--- src/rtl/fixed_point_pkg.sv ---
// Shared fixed-point and sequencer definitions for the MLP layer datapath control.
// Q4.4 data width, activation encodings and the sequencer state encoding.
package fixed_point_pkg;

    localparam int Q44_W = 8;

    typedef enum logic [1:0] {
        ACT_RELU = 2'b00,
        ACT_PASS = 2'b11
    } act_type_e;

    typedef logic [3:0] seq_state_e;

    localparam seq_state_e S_IDLE     = 4'd0;
    localparam seq_state_e S_CLEAR    = 4'd1;
    localparam seq_state_e S_LOAD     = 4'd2;
    localparam seq_state_e S_MAC      = 4'd3;
    localparam seq_state_e S_WAIT_MAC = 4'd4;
    localparam seq_state_e S_SETTLE   = 4'd5;
    localparam seq_state_e S_ACT      = 4'd6;
    localparam seq_state_e S_WAIT_ACT = 4'd7;
    localparam seq_state_e S_WRITE    = 4'd8;
    localparam seq_state_e S_DONE     = 4'd9;

    // Address widths never collapse to zero bits, even for a single entry.
    function automatic int clog2_min1(input int n);
        return (n <= 2) ? 1 : $clog2(n);
    endfunction

endpackage

--- src/rtl/mlp_neuron_sequencer.sv ---
// Per-neuron control sequencer for one fully-connected layer on mlp_compute_datapath.
// Optional cycle counter output perf_cycles when MLP_SEQ_PERF_EN is defined.
//
// state    | meaning
// IDLE     | waiting for start
// CLEAR    | pulse mac_clear, present (neuron, chunk 0) addresses
// LOAD     | register input/weight chunk and bias into datapath operands
// MAC      | pulse mac_enable
// WAIT_MAC | hold operands until mac_valid; advance chunk or go settle
// SETTLE   | two cycles for the accumulator to settle
// ACT      | pulse activation_enable
// WAIT_ACT | wait for result_valid, capture result
// WRITE    | write result to output buffer, advance neuron
// DONE     | one-cycle done pulse
module mlp_neuron_sequencer
    import fixed_point_pkg::*;
#(
    parameter int  LANES     = 8,
    parameter int  IN_DIM    = 32,
    parameter int  N_NEURONS = 16,
    localparam int CHUNKS    = IN_DIM / LANES,
    localparam int IA_W      = clog2_min1(CHUNKS),
    localparam int WA_W      = clog2_min1(N_NEURONS * CHUNKS),
    localparam int NA_W      = clog2_min1(N_NEURONS)
) (
    input  logic                     clk,
    input  logic                     rst_n,
    input  logic                     start,
    input  logic [1:0]               act_type,
    output logic                     busy,
    output logic                     done,
    output logic [IA_W-1:0]          in_rd_addr,
    input  logic [LANES*8-1:0]       in_rd_data,
    output logic [WA_W-1:0]          wt_rd_addr,
    input  logic [LANES*8-1:0]       wt_rd_data,
    output logic [NA_W-1:0]          bias_rd_addr,
    input  logic [7:0]               bias_rd_data,
    output logic                     dp_mac_clear,
    output logic                     dp_mac_enable,
    output logic                     dp_act_enable,
    output logic [1:0]               dp_act_type,
    output logic [LANES-1:0][7:0]    dp_data,
    output logic [LANES-1:0][7:0]    dp_weight,
    output logic [7:0]               dp_bias,
    input  logic                     dp_mac_valid,
    input  logic [Q44_W-1:0]         dp_result,
    input  logic                     dp_result_valid,
    output logic                     out_wr_en,
    output logic [NA_W-1:0]          out_wr_addr,
    output logic [Q44_W-1:0]         out_wr_data
`ifdef MLP_SEQ_PERF_EN
    ,
    output logic [31:0]              perf_cycles
`endif
);

    localparam logic [IA_W-1:0] CHUNK_LAST  = IA_W'(CHUNKS - 1);
    localparam logic [NA_W-1:0] NEURON_LAST = NA_W'(N_NEURONS - 1);
    localparam logic [WA_W-1:0] CHUNKS_W    = WA_W'(CHUNKS);
    localparam logic [1:0]      SETTLE_LOAD = 2'd1;

    seq_state_e             state;
    logic [IA_W-1:0]        chunk;
    logic [NA_W-1:0]        neuron;
    logic [1:0]             settle;
    logic [1:0]             act_type_q;
    logic [Q44_W-1:0]       result_q;
    logic                   last_chunk;
    logic                   mac_step;

    assign last_chunk = (chunk == CHUNK_LAST);
    assign mac_step   = (state == S_WAIT_MAC) && dp_mac_valid && !last_chunk;

    // The next chunk address is presented on the mac_valid cycle so the
    // sync-read memories have its data ready when LOAD samples them.
    assign in_rd_addr   = mac_step ? (chunk + IA_W'(1)) : chunk;
    assign wt_rd_addr   = WA_W'(neuron) * CHUNKS_W + WA_W'(in_rd_addr);
    assign bias_rd_addr = neuron;

    assign dp_mac_clear  = (state == S_CLEAR);
    assign dp_mac_enable = (state == S_MAC);
    assign dp_act_enable = (state == S_ACT);
    assign out_wr_en     = (state == S_WRITE);
    assign done          = (state == S_DONE);
    assign busy          = (state != S_IDLE) && (state != S_DONE);
    assign dp_act_type   = act_type_q;
    assign out_wr_addr   = neuron;
    assign out_wr_data   = result_q;

    always_ff @(posedge clk) begin
        if (!rst_n) begin
            state      <= S_IDLE;
            chunk      <= '0;
            neuron     <= '0;
            settle     <= '0;
            act_type_q <= ACT_RELU;
            dp_data    <= '0;
            dp_weight  <= '0;
            dp_bias    <= '0;
            result_q   <= '0;
        end else begin
            case (state)
                S_IDLE: begin
                    if (start) begin
                        act_type_q <= act_type;
                        neuron     <= '0;
                        chunk      <= '0;
                        state      <= S_CLEAR;
                    end
                end
                S_CLEAR: begin
                    chunk <= '0;
                    state <= S_LOAD;
                end
                S_LOAD: begin
                    dp_data   <= in_rd_data;
                    dp_weight <= wt_rd_data;
                    dp_bias   <= bias_rd_data;
                    state     <= S_MAC;
                end
                S_MAC: begin
                    state <= S_WAIT_MAC;
                end
                S_WAIT_MAC: begin
                    if (dp_mac_valid) begin
                        if (!last_chunk) begin
                            chunk <= chunk + IA_W'(1);
                            state <= S_LOAD;
                        end else begin
                            chunk  <= '0;
                            settle <= SETTLE_LOAD;
                            state  <= S_SETTLE;
                        end
                    end
                end
                S_SETTLE: begin
                    if (settle == 2'd0) begin
                        state <= S_ACT;
                    end else begin
                        settle <= settle - 2'd1;
                    end
                end
                S_ACT: begin
                    state <= S_WAIT_ACT;
                end
                S_WAIT_ACT: begin
                    if (dp_result_valid) begin
                        result_q <= dp_result;
                        state    <= S_WRITE;
                    end
                end
                S_WRITE: begin
                    if (neuron == NEURON_LAST) begin
                        neuron <= '0;
                        state  <= S_DONE;
                    end else begin
                        neuron <= neuron + NA_W'(1);
                        state  <= S_CLEAR;
                    end
                end
                S_DONE: begin
                    state <= S_IDLE;
                end
                default: begin
                    state <= S_IDLE;
                end
            endcase
        end
    end

`ifdef MLP_SEQ_PERF_EN
    // Start cycle counts as 1; every non-idle cycle through DONE adds one.
    always_ff @(posedge clk) begin
        if (!rst_n) begin
            perf_cycles <= '0;
        end else if ((state == S_IDLE) && start) begin
            perf_cycles <= 32'd1;
        end else if ((state != S_IDLE) && (perf_cycles != 32'hFFFF_FFFF)) begin
            perf_cycles <= perf_cycles + 32'd1;
        end
    end
`endif

endmodule

--- config.mk ---
export PLATFORM = sky130hd
export DESIGN_NAME = mlp_neuron_sequencer
export DESIGN_NICKNAME = d
export VERILOG_FILES = /design/src/rtl/fixed_point_pkg.sv /design/src/rtl/mlp_neuron_sequencer.sv
export SDC_FILE = /design/constraint.sdc
export NUM_CORES = 1
export LEC_CHECK = 0
export CAP_MARGIN = 15
export CORE_AREA = 2 2 124 126
export CTS_BUF_LIST = sky130_fd_sc_hd__clkbuf_4 sky130_fd_sc_hd__clkbuf_8
export DETAILED_ROUTE_END_ITERATION = 6
export DIE_AREA = 0 0 126 128
export GPL_ROUTABILITY_DRIVEN = 0
export PLACE_DENSITY_LB_ADDON = 0.08
export SKIP_CTS_REPAIR_TIMING = 1
export SYNTH_ARGS = -nofsm -noshare
export SYNTH_HDL_FRONTEND = slang
export SYNTH_SLANG_ARGS = --single-unit
--- constraint.sdc ---
create_clock -name clk -period 5.2 [get_ports clk]
set_input_delay 1.56 -clock clk [delete_from_list [all_inputs] [get_ports clk]]
set_output_delay 1.56 -clock clk [all_outputs]
set_load 0.05 [all_outputs]
==> impl_metrics.env <==
export IMPL_outcome="completed"
export IMPL_power_leakage_nw=3.40
export IMPL_synth_cells=738
export IMPL_hpwl_um=12900
export IMPL_syn_area_um2=5930
export IMPL_grt_overflow=0
export IMPL_final_layout_size_suffix_gt1_frac=0.0475
export IMPL_fillerInstances=1373
export IMPL_hold_path_class="flop to flop"
export IMPL_htreeDepth=4
export IMPL_die_area_um2=16100
export IMPL_first_pass_iters=5
export IMPL_syn_to_final_growth_pct=60.9
export IMPL_syn_nets=892
export IMPL_fin_ws_ns=0.696
export IMPL_fmax_mhz=222
export IMPL_fin_worst_skew_ns=0.0160
export IMPL_cts_num_sinks=158
export IMPL_worstPathRequired_ns=3.64
export IMPL_cp_cell_sequence="clkdlybuf4s50_1 -> nand2_1 -> nor2_2 -> mux2_2 -> buf_4"
export IMPL_cts_buffers=17
export IMPL_finalSetupTns_ns=0
export IMPL_cts_root_buffer="clkbuf_8"
export IMPL_rsz0062_at_grt="no"
export IMPL_cp_arrival_ns=2.94
export IMPL_critical_path_class="primary input to output pin"
export IMPL_die_x_um=126
export IMPL_postSynthAreaPerCell_um2=8.03
export IMPL_antenna_found_initial=0
export IMPL_core_area_um2=14900
export IMPL_slew_violations=0
export IMPL_initial_core_util=0.399
export IMPL_cts_tree="done"
export IMPL_finalCritPeriodShare=0.866
export IMPL_ys_ff_latch=158
export IMPL_final_util=0.642
export IMPL_cp_end_kind="output pin"
export IMPL_grt_pass1_vias=5234
export IMPL_die_y_um=128
export IMPL_path_clk_slew_ns=0.07
export IMPL_routed_wl_um=18600
export IMPL_grtUsageTotal=0.223
export IMPL_drt_iter0_markers=368
export IMPL_drt_wirelength_per_cell_um=15.2
export IMPL_synth_distinct_cells=41
export IMPL_grt_pass1_wl_um=28400
export IMPL_synthArstFlopShare=0
export IMPL_num_vias=5849
export IMPL_antenna_cells=0
export IMPL_vdd_drop_max_v=0.000201
export IMPL_slowest_delay_ns=0.57
export IMPL_drv_cap=0
export IMPL_tightest_slew_ns=0.947
export IMPL_ant_nets=0
export IMPL_yosysSeqAreaShare=0.533
export IMPL_port_buffers=318
export IMPL_fin_crit_ns=4.50
export IMPL_cp_max_fo=6
export IMPL_startpoint_type="primary input"
export IMPL_insertion_delay_ns=0.45
export IMPL_hold_violations=0
export IMPL_relSlewSlack=0.369
export IMPL_p_per_area_nw_per_um2=352
export IMPL_fin_hold_ws_ns=0.454
export IMPL_drc=0
export IMPL_synth_ff_type="dfxtp_1"
export IMPL_nets=1172
export IMPL_synth_warnings=0
export IMPL_clockBufferDepth=2
export IMPL_pre_cts_ws_ns=0.701
export IMPL_grt_max_degree=83
export IMPL_via_per_inst=4.80
export IMPL_synth_edf_count=0
export IMPL_io_pin_count=319
export IMPL_cp_slowest_cell="clkdlybuf4s50_1"
export IMPL_setup_violations=0
export IMPL_num_rows=45
## final cells by class
type / count / area (um2) / share of cell area
Clock buffer: 21 / 289 / 0.0303
Clock inverter: 11 / 209 / 0.0219
Inverter: 5 / 21.3 / 0.00223
Multi-Input combinational cell: 512 / 2400 / 0.252
Sequential cell: 158 / 3160 / 0.332
Tap cell: 188 / 235 / 0.0247
Timing Repair Buffer: 324 / 3220 / 0.337
## sequential cells by signal, indices dropped and copies added (netlist names)
name and count:
dp_data 64, state 4, chunk 2, dp_act_type 2
out_wr_data 8, bias_rd_addr 4, dp_weight 64, dp_bias 8
settle 2
## power by group
part           switching, mW  internal [mW]
combinational          0.562          0.322
clock                  0.454          0.669
sequential            0.0546           1.30
total                   1.07           2.29
## critical path, delay by kind of cell
| family | cells | cell delay (ns) |
|---|---|---|
| and+or+nand+nor | 2 | 0.25 |
| muxes | 1 | 0.37 |
| buffers and inverters | 2 | 0.76 |
## synthesized netlist by cell type (2+ instances only)
| cell type | n | area share |
|---|---|---|
| nand2_1 | 280 | 0.18 |
| dfxtp_1 | 158 | 0.53 |
| a21oi_1 | 142 | 0.12 |
| buf_2 | 28 | 0.024 |
| nor2_1 | 19 | 0.012 |
| clkbuf_1 | 18 | 0.011 |
| mux2i_1 | 14 | 0.024 |
| buf_4 | 12 | 0.015 |
| nor3_1 | 6 | 0.0051 |
| buf_6 | 5 | 0.0095 |
| inv_1 | 4 | 0.0025 |
| nand2b_1 | 4 | 0.0042 |
| nand3_1 | 4 | 0.0034 |
| o21ai_0 | 4 | 0.0034 |
| a22oi_1 | 3 | 0.0038 |
| a311oi_1 | 3 | 0.0044 |
| and3_1 | 3 | 0.0032 |
| ha_1 | 3 | 0.0063 |
| or3_1 | 3 | 0.0032 |
| a211oi_1 | 2 | 0.0025 |
| a21o_1 | 2 | 0.0025 |
| o21a_1 | 2 | 0.0025 |
## metal layers
layer / global-route usage / vias up / wire [um]
met5: 0 / - / 0
met3: 0.0722 / 19 / 1300
met2: 0.379 / 218 / 9240
met4: 0.0692 / 0 / 311
li1: - / 2960 / -
met1: 0.269 / 2652 / 7710
## metrics by stage
step	instances	instance area, um2	total power [mW]
3_5_place_dp	1187	9040	2.27
3_3_place_gp	1187	9040	2.26
4_1_cts	1219	9540	3.39
5_1_grt	1219	9540	3.50
6_report	1219	9540	3.36
2_1_floorplan	738	5930	1.93
## kinds of logic (layout without fill, tap and decap cells)
logic type               count (synthesis)  after routing  synth area share
adder cells (fa/ha/maj)                  3              3           0.00633
buffers and inverters                   68            361            0.0629
AO/OA/AOI/OAI                          165            165             0.149
XOR/XNOR                                 1              1           0.00148
AND/OR/NAND/NOR                        328            328             0.221
flip-flops                             158            158             0.533
multiplexers                            15             15            0.0255
## placed cells by master (no fill, tap or decap), types with 3 or more instances in the layout
cell / instances
mux2i_1: 14
o21ai_0: 4
nand3_1: 4
and3_1: 3
clkbuf_8: 21
inv_1: 4
clkdlybuf4s50_1: 314
a22oi_1: 3
clkinv_2: 4
a311oi_1: 3
a21oi_1: 142
ha_1: 3
bufinv_16: 6
nor3_1: 5
buf_4: 10
nor2_1: 19
nand2_1: 280
nand2b_1: 4
dfxtp_1: 158
## path summary, 6_finish.rpt
| kind | endpoint | from | slack, ns | cells past startpoint |
|---|---|---|---|---|
| max | in_rd_addr[1] | dp_mac_valid | 0.70 | 5 |
| min | dp_weight[56]$_SDFFE_PN0P_ | dp_weight[56]$_SDFFE_PN0P_ | 0.45 | 2 |
| max reg2reg | dp_weight[54]$_SDFFE_PN0P_ | state[2]$_SDFFE_PN0P_ | 2.52 | 5 |
| min reg2reg | dp_weight[56]$_SDFFE_PN0P_ | dp_weight[56]$_SDFFE_PN0P_ | 0.45 | 2 |
Power figures use the tool's default switching activity.
